### src/rtl/regfile_wb_sched.sv
// regfile_wb_sched
// Write-back scheduler and scoreboard for the 16x16-bit register file.
// Two producers (ALU, load unit) share the single register-file write port
// through valid/ready handshakes and round-robin arbitration. A busy bit per
// register tracks outstanding writes so issue can stall on RAW/WAW hazards.
//
// Ports:
//   clk, rst            clock (rising edge), asynchronous active-low reset
//   flush               cancel all outstanding reservations
//   iss_valid/iss_rd    reservation request; iss_ready = accepted (comb)
//   chk_ra/chk_rb       source registers; chk_hazard = either busy (comb)
//   alu_valid/rd/data   ALU write-back request; alu_ready = grant (comb)
//   mem_valid/rd/data   load write-back request; mem_ready = grant (comb)
//   wen/sel_rd/wdata    registered register-file write port
//   busy                registered scoreboard, bit i = write to Ri pending
//   err                 sticky: a write-back hit a non-busy register
module regfile_wb_sched (
  input  logic        clk,
  input  logic        rst,
  input  logic        flush,
  input  logic        iss_valid,
  input  logic [3:0]  iss_rd,
  output logic        iss_ready,
  input  logic [3:0]  chk_ra,
  input  logic [3:0]  chk_rb,
  output logic        chk_hazard,
  input  logic        alu_valid,
  input  logic [3:0]  alu_rd,
  input  logic [15:0] alu_data,
  output logic        alu_ready,
  input  logic        mem_valid,
  input  logic [3:0]  mem_rd,
  input  logic [15:0] mem_data,
  output logic        mem_ready,
  output logic        wen,
  output logic [3:0]  sel_rd,
  output logic [15:0] wdata,
  output logic [15:0] busy,
  output logic        err
);

  // Round-robin pointer: 0 favours ALU, 1 favours MEM under contention.
  logic        pri;

  logic        grantAlu;
  logic        grantMem;
  logic        xfer;
  logic [3:0]  xferRd;
  logic [15:0] xferData;
  logic [15:0] busyNext;

  // Arbitration: a lone requester always wins; otherwise pri decides.
  always_comb begin
    grantAlu = alu_valid & (~mem_valid | ~pri);
    grantMem = mem_valid & (~alu_valid | pri);
    xfer     = grantAlu | grantMem;
    xferRd   = grantAlu ? alu_rd   : mem_rd;
    xferData = grantAlu ? alu_data : mem_data;
  end

  assign alu_ready  = grantAlu;
  assign mem_ready  = grantMem;
  // A bit that is clearing this cycle still blocks reservation; issue retries.
  assign iss_ready  = iss_valid & ~busy[iss_rd] & ~flush;
  assign chk_hazard = busy[chk_ra] | busy[chk_rb];

  // Set and clear never collide: set needs a free bit, clear targets a busy one.
  always_comb begin
    busyNext = busy;
    if (wen)
      busyNext[sel_rd] = 1'b0;
    if (iss_ready)
      busyNext[iss_rd] = 1'b1;
    if (flush)
      busyNext = '0;
  end

  // Write stage: one granted transfer lands on the register-file port.
  always_ff @(posedge clk or negedge rst) begin
    if (!rst) begin
      pri    <= 1'b0;
      wen    <= 1'b0;
      sel_rd <= '0;
      wdata  <= '0;
      busy   <= '0;
      err    <= 1'b0;
    end else begin
      wen  <= xfer;
      busy <= busyNext;
      if (xfer) begin
        sel_rd <= xferRd;
        wdata  <= xferData;
        // Whoever won, the other producer is favoured next time.
        pri    <= grantAlu;
        if (!busy[xferRd])
          err <= 1'b1;
      end
    end
  end

endmodule

### config.mk
export PLATFORM = sky130hd
export DESIGN_NAME = regfile_wb_sched
export DESIGN_NICKNAME = d
export VERILOG_FILES = /design/src/rtl/regfile_wb_sched.sv
export SDC_FILE = /design/constraint.sdc
export NUM_CORES = 1
export LEC_CHECK = 0
export CAP_MARGIN = 20
export CORE_UTILIZATION = 39
export CTS_CLUSTER_SIZE = 12
export DETAILED_ROUTE_END_ITERATION = 8
export GPL_TIMING_DRIVEN = 1
export PLACE_DENSITY = 0.85
export SLEW_MARGIN = 20
export SYNTH_ARGS = -nofsm -noshare
export SYNTH_HDL_FRONTEND = slang
export SYNTH_SLANG_ARGS = --single-unit
### constraint.sdc
create_clock -name clk -period 1.9 [get_ports clk]
set_clock_uncertainty 0.1 [all_clocks]
set_input_delay 0.19 -clock clk [delete_from_list [all_inputs] [get_ports clk]]
set_output_delay 0.19 -clock clk [all_outputs]
set_load 0.03 [all_outputs]
==> metrics.txt <==
maximum level of the CTS H-tree 2; synthesized net count roughly 330; critical-path maximum fanout 4; number of buffers added on ports 99; Pint 1.69 mW; setup repair after global routing missed its margin yes; area of the placeable core 0.00603 mm2; area taken by multi-input logic gates around 0.0015 mm2; net load switching power 0.803 mW; kind of critical path reg -> out; number of clock buffers inserted by TritonCTS 5; Reg power frac 38.2%; peak clock frequency supported by timing just over 400 MHz; Max IR drop VDD between 0.0003 and 0.0004 V; count of different cell masters after synthesis 36; cell at the root of the clock tree clkbuf_8; clock insertion delay at the later pin of the skew report about 300 ps; startpoint type of the worst setup path register; mean number of vias per cell about 6.1; Total Wirelength just over 9 mm; area share of the largest cell type after synthesis 39.4%; iteration count of the initial detailed-routing pass 5; pin count of the biggest net entering global routing slightly above 50; post-DR wirelength/cell roughly 19 um; Vert. Die Dim roughly 80 um; number of setup violations in the final report 18; Post-synth EDFFs 0; via count of the first global-routing pass approximately 2800; clock slew at the register clock pins of the worst setup and hold paths roughly 80 ps; number of antenna cells inserted 0; Util after Layout a little over two thirds; HP Class in -> async; Clk network pwr share 27.8%; final worst-path cycle share 127%; count of nets after finishing about 470; total congestion overflow after global routing 0; post-synthesis cell type with the largest combined area dfrtp_1; ratio of cells with drive above 1 in the final layout around 29%; Final Hold Fails 0; minimum clock period between 2000 and 2500 ps; post-synthesis register bit count 39; area growth from synthesis to layout 70.4%; average size of a mapped cell approximately 9 um2; number of antenna violations at the first check in global routing 0; TritonCTS clock tree built; Gate Count Post-Synth 268; Max Buffers Root-to-Sink 2; post-detailed-placement half-perimeter wirelength roughly 6.2 mm; die area roughly 0.0067 mm2; starting density of the core between 40% and 50%; Die W roughly 80 um; Data required, critical path 1610 ps; placement row count 28; DRC errors left 0; final-layout fill cell count approximately 440; transition time at the pin with the least slew margin approximately 500 ps; routed vias just under 3000; Rel. slew slack roughly two thirds; violated checks setup timing; starting DRC count in detailed routing 325; number of clock sinks 39; global placer's final weighted congestion around 0.98; cell leakage power 1.75 nW; count of non-filler cells in the finished layout approximately 490; max-slew violation count 0; storage element area 996 um2; final worst slack -514 ps; commonest register cell after synthesis dfrtp_1; Max Cap Viol 0; io pins 100; first-pass GRT wire length between 10 and 15 mm; post-detailed-route count of antenna-violating nets 0; number of warnings reported in the yosys synthesis log 0; fraction of power spent switching nets about a third; cells taking the most area after synthesis dfrtp_1 (39%), mux4_2 (13%), a21oi_1 (7.5%), a31oi_1 (4.5%), mux2i_1 (4.4%); status finished with violations; post-synthesis instance area about 0.0025 mm2; Power per Cell Area 590 mW/mm2; async set or reset register ratio after synthesis 100%; proportion of synthesized chip area in sequential cells between 30% and 40%; kind of end point of the critical path output port; global router's overall resource usage 26.5%; Data arrival, critical path between 2000 and 2500 ps; portion of total power attributed to combinational logic 34.0%; total instance count after detailed placement approximately 460
-- registers in the layout (all words and copies together), names as in the netlist --
register  count
busy         16
sel_rd        4
wdata        16
err           1
wen           1
pri           1
-- cells in the final DEF (no fill, tap or decap), types with 5 or more instances in the layout --
cell,synthesis,routed
a31oi_1,18,18
clkdlybuf4s50_1,0,87
o22ai_1,17,17
nand2_1,19,18
a21oi_2,0,12
dfrtp_2,0,16
a21oi_1,37,25
o21ai_0,16,16
mux4_2,14,14
buf_4,0,33
dlygate4sd2_1,0,5
clkbuf_8,0,5
inv_1,20,20
buf_6,0,17
mux2i_1,11,10
dfrtp_1,39,23
nor2_1,24,24
-- cells in the mapped netlist, types with 2 or more instances --
cell,count
a21oi_1,37
nand3_1,6
nor3b_1,2
nor2b_1,3
inv_1,20
a31oi_1,18
o21ai_0,16
dfrtp_1,39
mux2i_1,11
nor2_1,24
nand2_1,19
mux4_2,14
or2_1,2
nor3_1,3
nor3b_2,2
buf_2,2
o22ai_1,17
nand2b_1,2
clkbuf_1,13
nand3b_1,2
-- path summary, 6_finish.rpt --
kind,from,end,slack [ps],depth (start not counted)
worst max register to register,pri,err,-220,8
worst max-delay path,busy[5],iss_ready,-510,5
worst min register to register,err,err,430,1
max in group asynchronous,rst,wdata[8],920,3
worst min-delay path,rst,wdata[10],290,2
min in group clk,alu_data[2],wdata[2],370,3
-- metal layers --
metal  wire (um)  up-vias  global-route usage, %
met5           0        -                      0
met4         308        0                   13.2
met3         774       40                   5.11
met2        4610      217                   46.3
met1        3400     1411                   30.8
li1            -     1275                      -
-- timing repair --
item / CTS / global route
pin swaps: 9 / 13
buffers inserted: 6 / 7
hold endpoints to repair: 18 / 0
setup endpoints to repair: 15 / 13
cloned: 0 / 0
gates resized for setup: 34 / 25
hold buffers: 1 / 0
-- area by class of cell --
type | instances | area share, %
Multi-Input combinational cell | 193 | 35.5
Sequential cell | 39 | 23.6
Clock inverter | 1 | 0.711
Inverter | 21 | 1.87
Timing Repair Buffer | 149 | 34.3
Tap cell | 75 | 2.22
Clock buffer | 7 | 1.81
-- cell families after synthesis --
kind of cell / count (synthesis) / synth area share (%)
flip-flops: 39 / 39.4
multiplexers: 28 / 19.0
AND/OR/NAND/NOR: 70 / 13.8
buffers and inverters: 36 / 5.55
AO/OA/AOI/OAI: 95 / 22.3
-- power groups by stage --
stage | Combinational [mW] | Sequential [mW] | Clock, mW
floorplan | 0.269 | 1.08 | 0
global placement | 0.766 | 0.963 | 0
detailed placement | 0.790 | 0.961 | 0
CTS | 0.812 | 0.948 | 0.699
global route | 0.902 | 0.958 | 0.726
finish | 0.848 | 0.951 | 0.692
-- critical path: stages (launching register included) --
cell and delay, ps:
dfrtp_2 450, buf_6 140, mux4_2 490, mux2_4 300, a221oi_4 280, buf_6 170
-- stage by stage --
| stage | instance area [um2] | hold WS [ps] | setup TNS [ps] | total power [mW] | setup slack [ps] |
|---|---|---|---|---|---|
| 6_report | 4220 | 291 | -2070 | 2.49 | -514 |
| 2_1_floorplan | 2520 | -206 | -183 | 1.35 | -94.4 |
| 5_1_grt | 4220 | 325 | -3220 | 2.59 | -554 |
| 4_1_cts | 4060 | 284 | -1080 | 2.46 | -525 |
| 3_5_place_dp | 3830 | 70.9 | -7040 | 1.75 | -1050 |
| 3_3_place_gp | 3830 | 58.7 | -6220 | 1.73 | -1000 |
No activity file was read; power rests on OpenSTA's default activity.
